`config.mk`:
```
export PLATFORM = sky130hd
export DESIGN_NAME = nios2_dct_packer_flat
export DESIGN_NICKNAME = d
export VERILOG_FILES = /design/src/rtl/nios2_dct_packer_if.sv /design/src/rtl/nios2_dct_packer.sv /design/src/flat_wrapper.sv
export SDC_FILE = /design/constraint.sdc
export NUM_CORES = 1
export LEC_CHECK = 0
export ABC_AREA = 1
export CAP_MARGIN = 0
export CORE_MARGIN = 1.5
export CORE_UTILIZATION = 58
export DETAILED_ROUTE_END_ITERATION = 8
export GPL_ROUTABILITY_DRIVEN = 0
export HOLD_SLACK_MARGIN = 0.06
export PLACE_DENSITY = 0.85
export SLEW_MARGIN = 25
export SYNTH_ARGS = -nofsm -noshare
export SYNTH_HDL_FRONTEND = slang
export SYNTH_SLANG_ARGS = --single-unit
```
`constraint.sdc`:
```
create_clock -name clk -period 2.6 [get_ports clk]
set_input_delay 0.78 -clock clk [delete_from_list [all_inputs] [get_ports clk]]
set_output_delay 0.78 -clock clk [all_outputs]
set_load 0.02 [all_outputs]
```
`src/rtl/nios2_dct_packer_if.sv`:
```
// Symbol-intake / frame-output / end-of-test bundle between the DCT packer and its trace sink.
interface nios2_dct_packer_if #(
   parameter int unsigned SYM_W = 2,
   parameter int unsigned SLOTS = 15
);
   localparam int unsigned BUF_W = SYM_W * SLOTS;
   localparam int unsigned CNT_W = $clog2(SLOTS + 1);

   logic             sym_valid;
   logic [SYM_W-1:0] sym_data;
   logic             sym_ready;
   logic             flush;
   logic             end_req;
   logic [BUF_W-1:0] dct_buffer;
   logic [CNT_W-1:0] dct_count;
   logic             out_valid;
   logic             out_ready;
   logic             test_ending;
   logic             test_has_ended;

   // Packer side: consumes symbols, produces frames and end-of-test status.
   modport master (
      input  sym_valid,
      input  sym_data,
      output sym_ready,
      input  flush,
      input  end_req,
      output dct_buffer,
      output dct_count,
      output out_valid,
      input  out_ready,
      output test_ending,
      output test_has_ended
   );

   // Trace logic + sink side.
   modport slave (
      output sym_valid,
      output sym_data,
      input  sym_ready,
      output flush,
      output end_req,
      input  dct_buffer,
      input  dct_count,
      input  out_valid,
      output out_ready,
      input  test_ending,
      input  test_has_ended
   );
endinterface

```
`src/rtl/nios2_dct_packer.sv`:
```
// Packs 2-bit trace symbols into 15-slot frames behind a double buffer (accumulator + output
// register) and sequences the end-of-test drain handshake toward the trace sink.
module nios2_dct_packer #(
   parameter int unsigned SYM_W = 2,
   parameter int unsigned SLOTS = 15
) (
   input  logic                clk,
   input  logic                reset_n,
   nios2_dct_packer_if.master  bus
);
   localparam int unsigned BUF_W = SYM_W * SLOTS;
   localparam int unsigned CNT_W = $clog2(SLOTS + 1);
   localparam logic [CNT_W-1:0] CNT_FULL = CNT_W'(SLOTS);

   localparam logic [1:0] ST_RUN   = 2'd0;
   localparam logic [1:0] ST_DRAIN = 2'd1;
   localparam logic [1:0] ST_ENDED = 2'd2;

   logic [1:0]       state_q, state_d;
   logic [BUF_W-1:0] acc_q, acc_d;
   logic [CNT_W-1:0] cnt_q, cnt_d;
   logic             flush_pend_q, flush_pend_d;
   logic [BUF_W-1:0] dct_buffer_q, dct_buffer_d;
   logic [CNT_W-1:0] dct_count_q, dct_count_d;
   logic             out_valid_q, out_valid_d;
   logic             sym_ready_q, sym_ready_d;
   logic             test_ending_q, test_ending_d;
   logic             test_has_ended_q, test_has_ended_d;

   logic             accept;
   logic             out_free;
   logic             flush_req;
   logic             complete;
   logic [BUF_W-1:0] acc_upd;
   logic [CNT_W-1:0] cnt_upd;

   // Next-state: accumulator update, frame hand-off, flush bookkeeping and FSM.
   always_comb begin
      state_d          = state_q;
      acc_d            = acc_q;
      cnt_d            = cnt_q;
      flush_pend_d     = flush_pend_q;
      dct_buffer_d     = dct_buffer_q;
      dct_count_d      = dct_count_q;
      out_valid_d      = out_valid_q;
      acc_upd          = acc_q;
      cnt_upd          = cnt_q;

      accept   = bus.sym_valid && sym_ready_q;
      out_free = !out_valid_q || bus.out_ready;

      if (accept) begin
         acc_upd = {acc_q[BUF_W-SYM_W-1:0], bus.sym_data};
         cnt_upd = cnt_q + CNT_W'(1);
      end

      // DRAIN behaves as a standing flush so any residue is framed out.
      flush_req = flush_pend_q
               || (state_q == ST_DRAIN)
               || ((state_q == ST_RUN) && (bus.flush || bus.end_req));

      complete = (cnt_upd == CNT_FULL) || (flush_req && (cnt_upd != '0));

      if (out_valid_q && bus.out_ready) begin
         out_valid_d = 1'b0;
      end

      if (complete && out_free) begin
         dct_buffer_d = acc_upd;
         dct_count_d  = cnt_upd;
         out_valid_d  = 1'b1;
         acc_d        = '0;
         cnt_d        = '0;
         flush_pend_d = 1'b0;
      end else begin
         acc_d        = acc_upd;
         cnt_d        = cnt_upd;
         flush_pend_d = flush_req && (cnt_upd != '0);
      end

      case (state_q)
         ST_RUN: begin
            if (bus.end_req) begin
               state_d = ST_DRAIN;
            end
         end
         ST_DRAIN: begin
            if ((cnt_q == '0) && !flush_pend_q && out_free) begin
               state_d = ST_ENDED;
            end
         end
         ST_ENDED: begin
            state_d = ST_ENDED;
         end
         default: begin
            state_d = ST_RUN;
         end
      endcase

      // Status outputs are registered images of the next state.
      sym_ready_d      = (state_d == ST_RUN) && !flush_pend_d && (cnt_d != CNT_FULL);
      test_ending_d    = (state_d == ST_DRAIN);
      test_has_ended_d = (state_d == ST_ENDED);
   end

   always_ff @(posedge clk) begin
      if (!reset_n) begin
         state_q          <= ST_RUN;
         acc_q            <= '0;
         cnt_q            <= '0;
         flush_pend_q     <= 1'b0;
         dct_buffer_q     <= '0;
         dct_count_q      <= '0;
         out_valid_q      <= 1'b0;
         sym_ready_q      <= 1'b1;
         test_ending_q    <= 1'b0;
         test_has_ended_q <= 1'b0;
      end else begin
         state_q          <= state_d;
         acc_q            <= acc_d;
         cnt_q            <= cnt_d;
         flush_pend_q     <= flush_pend_d;
         dct_buffer_q     <= dct_buffer_d;
         dct_count_q      <= dct_count_d;
         out_valid_q      <= out_valid_d;
         sym_ready_q      <= sym_ready_d;
         test_ending_q    <= test_ending_d;
         test_has_ended_q <= test_has_ended_d;
      end
   end

   assign bus.sym_ready      = sym_ready_q;
   assign bus.dct_buffer     = dct_buffer_q;
   assign bus.dct_count      = dct_count_q;
   assign bus.out_valid      = out_valid_q;
   assign bus.test_ending    = test_ending_q;
   assign bus.test_has_ended = test_has_ended_q;

endmodule
```
`src/flat_wrapper.sv`:
```
// flat-port wrapper written by rule: the top's interface ports become plain ports
module nios2_dct_packer_flat 
#(
   parameter int unsigned SYM_W = 2,
   parameter int unsigned SLOTS = 15
)
  (clk, reset_n, bus_sym_valid, bus_sym_data, bus_sym_ready, bus_flush, bus_end_req, bus_dct_buffer, bus_dct_count, bus_out_valid, bus_out_ready, bus_test_ending, bus_test_has_ended);
  nios2_dct_packer_if #(.SYM_W(SYM_W), .SLOTS(SLOTS)) bus_i ();
  input  logic clk;
  input  logic reset_n;
  input wire logic [$bits(bus_i.sym_valid)-1:0] bus_sym_valid;
  input wire logic [$bits(bus_i.sym_data)-1:0] bus_sym_data;
  output wire logic [$bits(bus_i.sym_ready)-1:0] bus_sym_ready;
  input wire logic [$bits(bus_i.flush)-1:0] bus_flush;
  input wire logic [$bits(bus_i.end_req)-1:0] bus_end_req;
  output wire logic [$bits(bus_i.dct_buffer)-1:0] bus_dct_buffer;
  output wire logic [$bits(bus_i.dct_count)-1:0] bus_dct_count;
  output wire logic [$bits(bus_i.out_valid)-1:0] bus_out_valid;
  input wire logic [$bits(bus_i.out_ready)-1:0] bus_out_ready;
  output wire logic [$bits(bus_i.test_ending)-1:0] bus_test_ending;
  output wire logic [$bits(bus_i.test_has_ended)-1:0] bus_test_has_ended;
  assign bus_i.sym_valid = bus_sym_valid;
  assign bus_i.sym_data = bus_sym_data;
  assign bus_sym_ready = bus_i.sym_ready;
  assign bus_i.flush = bus_flush;
  assign bus_i.end_req = bus_end_req;
  assign bus_dct_buffer = bus_i.dct_buffer;
  assign bus_dct_count = bus_i.dct_count;
  assign bus_out_valid = bus_i.out_valid;
  assign bus_i.out_ready = bus_out_ready;
  assign bus_test_ending = bus_i.test_ending;
  assign bus_test_has_ended = bus_i.test_has_ended;
  nios2_dct_packer #(.SYM_W(SYM_W), .SLOTS(SLOTS)) u_core (.clk(clk), .reset_n(reset_n), .bus(bus_i));
endmodule
```
==> results_dict.tcl, run 1 <==
set metrics [dict create \
    crit_path_end_kind "register" \
    grt_pass1_vias 2516 \
    first_iter_violations 175 \
    grt_use_total_pct 23.7 \
    r2r-end "u_core.bus.dct_buffer[24]" \
    final-instance-count-excl-fill 523 \
    die_h_um 76.2 \
    cp_slowest_cell "clkdlybuf4s50_1" \
    slew_viol_final 0 \
    cts_tree "done" \
    routedWlPerCell_um 12.3 \
    vdd_drop_max_uv 577 \
    antenna_found_initial 0 \
    power_frac_seq_pct 39.6 \
    regToRegSetupSlack_ns 0.54 \
    grt-ovfl-total 0 \
    cts-root-buf "clkbuf_8" \
    reg2reg_depth 14 \
    reg2reg_from "u_core.cnt_q[0]" \
    core_mm2 0.00514 \
    drive_gt1_share_pct 14.6 \
    synth.avg_cell_area_um2 7.72 \
    clock_skew_ns 0.00820 \
    cp_common_cell "nand2_1" \
    fin_nets 458 \
    synth.distinct_cells 24 \
    crit_fanout 26 \
    fin_ws_ns 0.203 \
    relSlewSlack_pct 66.7 \
    power_leakage_nw 1.63 \
    worst_pin_slew_ns 0.500 \
    drt-total-wl_um 6430 \
    rows 26 \
    min_path_type "register to register" \
    dp_hpwl_um 4330 \
    first_pass_iters 4 \
    clkTransAtPathRegs_ns 0.07 \
    power_density_mw_per_mm2 949 \
    maxCapViolCount 0 \
    cts_made_buffers 9 \
    die_x_um 76.2 \
    area_delta_synth_final_pct 24.6 \
    antenna_cells 0 \
    io_buffers 45 \
    combPwrFrac_pct 39.0 \
    synthCells 403 \
    min_period_over_period_pct 92.2 \
    finalSetupViolCount 0 \
    ctsHoldBuffers 0 \
    via_per_inst 5.15 \
    period_needed_ns 2.40 \
    pwr-share-clk_pct 21.4 \
    yosysSeqAreaShare_pct 48.3 \
    post_cts_buffers 0 \
    power.internal_mw 2.39 \
    p_sw_share_pct 35.1 \
    ys_warn_count 0 \
    synth_area_mm2 0.00311 \
    place_inst 507 \
    clock_latency_ns 0.34 \
    status "finished clean" \
    ioPinCount 46 \
    power.switching_mw 1.29 \
    syn-num-nets 413 \
    htree_num_levels 3 \
    critPathArrivalTime_ns 2.63 \
    path_class "input pin to register" \
    place_ws_ns -0.148 \
    path_cells "clkdlybuf4s50_1 -> nand3_2 -> nand2_1 -> nand2_1 -> nor2_1 -> nand2_1 -> nand2_1 -> nand2_2 -> buf_12 -> buf_12 -> a21oi_2 -> nor2_1" \
    vias 2696 \
    drc 0 \
    grt_setup_unrepaired "false" \
    hold_depth 2 \
    clock-sinks 75 \
    initial_utilization_pct 60.5 \
    max_stage_delay_ns 0.57 \
    die_area_mm2 0.00581 \
    holdPathEnd "u_core.bus.dct_buffer[1]" \
    worstPathRequired_ns 2.83 \
    startpoint_type "input pin" \
    grt_max_degree 59 \
    cts.repair.resized 0 \
    antenna_left 0 \
    final_common_cell "nor2_1" \
    n_fill_cell 420 \
    final_cell_mix "nor2_1, dfxtp_1, nand2_1, clkdlybuf4s50_1, nand3_1" \
    hold_violations 0 \
    fmaxAchievable_mhz 417 \
    min_from "u_core.bus.dct_buffer[1]" \
    grt_pass1_wl_um 11100 \
    clockBufferDepth 2 \
    ys_ff_latch 75 \
]
[critical path: cells and delay by family]
family	cells	cell delay [ns]
buffers and inverters	3	0.90
AND/OR/NAND/NOR	8	0.83
AO/OA/AOI/OAI	1	0.12
[flip-flops by register name (all words and copies together) (netlist names)]
signal,count
u_core.cnt_q,4
u_core.bus.dct_buffer,30
u_core.bus.test_has_ended,1
u_core.state_q,2
u_core.bus.test_ending,1
u_core.acc_q,30
u_core.bus.sym_ready,1
u_core.bus.out_valid,1
u_core.bus.dct_count,4
u_core.flush_pend_q,1
[synthesized netlist by cell type]
library cell	instances	share of area [%]
clkinv_1	1	0.12
dfxtp_1	75	48
nand2_4	1	0.36
buf_1	1	0.12
nand3_1	37	6.0
a21oi_1	20	3.2
buf_6	6	2.2
nand4_1	2	0.40
and3_1	1	0.20
o21ai_2	1	0.28
buf_2	7	1.1
a21oi_2	30	8.4
nand2_1	62	7.5
ha_1	2	0.80
nor3_1	2	0.32
o21ai_0	17	2.7
a22oi_1	1	0.24
buf_8	1	0.48
nand2_2	3	0.60
nor2_1	92	11
clkbuf_1	12	1.4
mux2i_1	2	0.64
inv_1	26	3.1
nand3_2	1	0.32
[area by class of cell]
cell class	instances	area, um2	share of cell area [%]
clock buffers	14	163	4.20
clock inverters	2	10.0	0.258
inverters	27	101	2.62
multi-input cells	274	1340	34.6
flip-flops and latches	75	1500	38.7
well taps	70	87.6	2.26
repair buffers	61	671	17.3
[worst max path at each step]
stage	slack, ns	cells after the start	to	start
after global placement	0.03	12	u_core.bus.dct_count[3]	bus_sym_valid
after floorplan	0.71	12	u_core.bus.dct_buffer[13]	bus_sym_valid
after global routing	0.11	12	u_core.bus.dct_buffer[24]	bus_sym_valid
final	0.20	12	u_core.bus.dct_buffer[24]	bus_sym_valid
after detailed placement	-0.15	12	u_core.bus.dct_buffer[24]	bus_sym_valid
after CTS	0.21	12	u_core.bus.dct_buffer[24]	bus_sym_valid
[power groups by stage]
stage                     combinational, mW  clock [mW]  sequential (mW)
after floorplan                       0.741           0             1.65
after global placement                 1.39           0             1.47
after detailed placement               1.43           0             1.48
after CTS                              1.44       0.801             1.46
after global routing                   1.57       0.855             1.48
final                                  1.43       0.789             1.46
[cells by family after synthesis]
kind of cell             synth area share (%)
AND/OR/NAND/NOR                          26.7
buffers and inverters                    8.61
AO/OA/AOI/OAI                            14.9
multiplexers                            0.644
flip-flops                               48.3
adder cells (fa/ha/maj)                 0.804
[routing by layer]
layer / global-route usage, % / vias to the layer above / part of all wire, %
li1: - / 1379 / -
met1: 29.6 / 1223 / 45
met2: 39.7 / 81 / 48
met3: 3.71 / 13 / 5.1
met4: 11.9 / 0 / 1.9
met5: 0 / - / 0
[through the flow]
stage | util [%] | power, mW | hold slack (ns) | setup TNS, ns | area [um2]
2_1_floorplan | - | 2.39 | 0.462 | 0 | 3110
3_3_place_gp | 72.0 | 2.86 | 0.467 | 0 | 3700
3_5_place_dp | 72.0 | 2.91 | 0.470 | -2.93 | 3700
4_1_cts | 75.4 | 3.70 | 0.488 | 0 | 3870
5_1_grt | 75.4 | 3.90 | 0.519 | 0 | 3870
6_report | 75.4 | 3.68 | 0.484 | 0 | 3870
Note: power is estimated with default switching activity, not from simulation.
==> run 2, diff against run 1 <==
--- a/config.mk
+++ b/config.mk
@@ -11,7 +11,7 @@
 export CORE_UTILIZATION = 58
 export DETAILED_ROUTE_END_ITERATION = 8
 export GPL_ROUTABILITY_DRIVEN = 0
-export HOLD_SLACK_MARGIN = 0.06
+export HOLD_SLACK_MARGIN = 0.03
 export PLACE_DENSITY = 0.85
 export SLEW_MARGIN = 25
 export SYNTH_ARGS = -nofsm -noshare
==> results of run 2 <==
The final DEF is identical to that of run 1; final timing and power are the same.
==> run 3, diff against run 2 <==
--- a/config.mk
+++ b/config.mk
@@ -8,11 +8,12 @@
 export ABC_AREA = 1
 export CAP_MARGIN = 0
 export CORE_MARGIN = 1.5
-export CORE_UTILIZATION = 58
+export CORE_UTILIZATION = 48
 export DETAILED_ROUTE_END_ITERATION = 8
 export GPL_ROUTABILITY_DRIVEN = 0
 export HOLD_SLACK_MARGIN = 0.03
-export PLACE_DENSITY = 0.85
+export PLACE_DENSITY = 0.75
+export REMOVE_ABC_BUFFERS = 1
 export SLEW_MARGIN = 25
 export SYNTH_ARGS = -nofsm -noshare
 export SYNTH_HDL_FRONTEND = slang
==> constraint.sdc (replaced) <==
create_clock -name clk -period 2 [get_ports clk]
set_input_delay 0.6 -clock clk [delete_from_list [all_inputs] [get_ports clk]]
set_output_delay 0.6 -clock clk [all_outputs]
set_load 0.02 [all_outputs]
==> run 3 against run 2 <==
Compared with the run above:
- clock skew increased by 0.0018 ns
- sequential cell count unchanged
- combinational power increased by 30%
- first-iteration DRC count decreased by 4.6%
- final cell count increased by 4.6%
- register-to-register slack got worse by 0.38 ns
- sequential power increased by 29%
==> results_dict.tcl, run 3 (synthesis gave the netlist of run 1 again) <==
set metrics [dict create \
    status "finished clean" \
    antenna_cells 0 \
    via_per_inst 4.90 \
    area_delta_synth_final_pct 29.2 \
    clock_skew_ns 0.0100 \
    final_common_cell "nor2_1" \
    cp_num_buf_inv 1 \
    drt-total-wl_um 6240 \
    power_density_mw_per_mm2 1210 \
    period_needed_ns 1.95 \
    maxCapViolCount 0 \
    worst_pin_slew_ns 0.312 \
    initial_utilization_pct 49.3 \
    cts_tree "done" \
    clkTransAtPathRegs_ns 0.07 \
    power_leakage_nw 1.71 \
    crit_path_end_kind "output port" \
    relSlewSlack_pct 79.0 \
    cts-root-buf "clkbuf_8" \
    dp_hpwl_um 4210 \
    tns_ns 0 \
    critPathArrivalTime_ns 1.35 \
    antenna_found_initial 0 \
    clock_latency_ns 0.35 \
    die_area_mm2 0.00697 \
    slew_viol_final 0 \
    antenna_left 0 \
    drc 0 \
    grt_pass1_wl_um 10900 \
    n_fill_cell 531 \
    holdWs_ns 0.490 \
    cts_made_buffers 9 \
    grt_setup_unrepaired "false" \
    max_stage_delay_ns 0.63 \
    finalSetupViolCount 0 \
    worstPathRequired_ns 1.40 \
    final_cell_mix "nor2_1, dfxtp_1, nand2_1, clkdlybuf4s50_1, nand3_1" \
    core_mm2 0.00631 \
    die_h_um 83.5 \
    multiInputGateArea_mm2 0.00135 \
    ioPinCount 46 \
    min_period_over_period_pct 97.5 \
    htree_num_levels 3 \
    vdd_drop_max_uv 826 \
    io_buffers 45 \
    cp_slowest_cell "clkdlybuf4s50_1" \
    grt_pass1_vias 2518 \
    utilization_pct 63.6 \
    crit_fanout 2 \
    rows 29 \
    routedWlPerCell_um 11.4 \
    hold_violations 0 \
    first_pass_iters 4 \
    grt_max_degree 38 \
    drive_gt1_share_pct 18.3 \
    path_class "register to output port" \
    startpoint_type "register" \
    fin_ws_ns 0.0505 \
    cts.repair.resized 2 \
    min_path_type "register to register" \
    post_cts_buffers 0 \
    fin_nets 475 \
    place_ws_ns -0.422 \
    die_x_um 83.5 \
    clockBufferDepth 2 \
    ff_latch_area_mm2 0.00150 \
    grt_use_total_pct 19.2 \
    clock-sinks 75 \
    fmaxAchievable_mhz 513 \
    first_iter_violations 167 \
    vias 2681 \
    grt-ovfl-total 0 \
    ctsHoldBuffers 0 \
    path_cells "clkdlybuf4s50_1" \
    cp_top_family "buffers and inverters" \
]
## run 3: cell count changes in the layout (fill, tap and decap cells not counted), sizes merged
| cell | before | now |
|---|---|---|
| buf | 16 | 33 |
| bufinv | 0 | 1 |
| dlygate4sd2 | 0 | 2 |
| clkinv | 2 | 4 |
| clkbuf | 14 | 11 |
| clkdlybuf4s50 | 45 | 43 |
## run 3: final timing paths
| check | startpoint | end | slack [ns] | cells past startpoint |
|---|---|---|---|---|
| setup / recovery | u_core.bus.dct_buffer[5] | bus_dct_buffer[5] | 0.05 | 1 |
| hold / removal | u_core.bus.dct_buffer[17] | u_core.bus.dct_buffer[17] | 0.49 | 2 |
| setup reg to reg | u_core.cnt_q[1] | u_core.acc_q[20] | 0.16 | 14 |
| hold reg to reg | u_core.bus.dct_buffer[17] | u_core.bus.dct_buffer[17] | 0.49 | 2 |
## run 3: area by class of cell
class / instances / share of cell area (%)
clock buffers: 11 / 3.27
clock inverters: 5 / 1.34
inverters: 27 / 2.52
multi-input cells: 274 / 33.6
flip-flops and latches: 75 / 37.4
well taps: 77 / 2.40
repair buffers: 78 / 19.5
## run 3: power by group
part	internal, mW	switching [mW]	total, mW
logic	0.863	1.00	1.86
registers	1.74	0.149	1.89
clock network	0.573	0.535	1.11
total	3.18	1.68	4.86
## run 3: stage by stage
stage	std cells	power, mW	instance area, um2
finish	547	4.86	4020
global route	547	5.17	4020
CTS	547	4.90	4010
detailed placement	531	3.79	3830
global placement	531	3.75	3830
floorplan	376	2.98	2940
## run 3: layer usage
metal	wire (um)	GRT usage, %	part of all wire [%]
met4	146	9.39	2.3
met3	203	3.86	3.3
met5	0	0	0
met2	2940	31.0	47
met1	2950	24.7	47
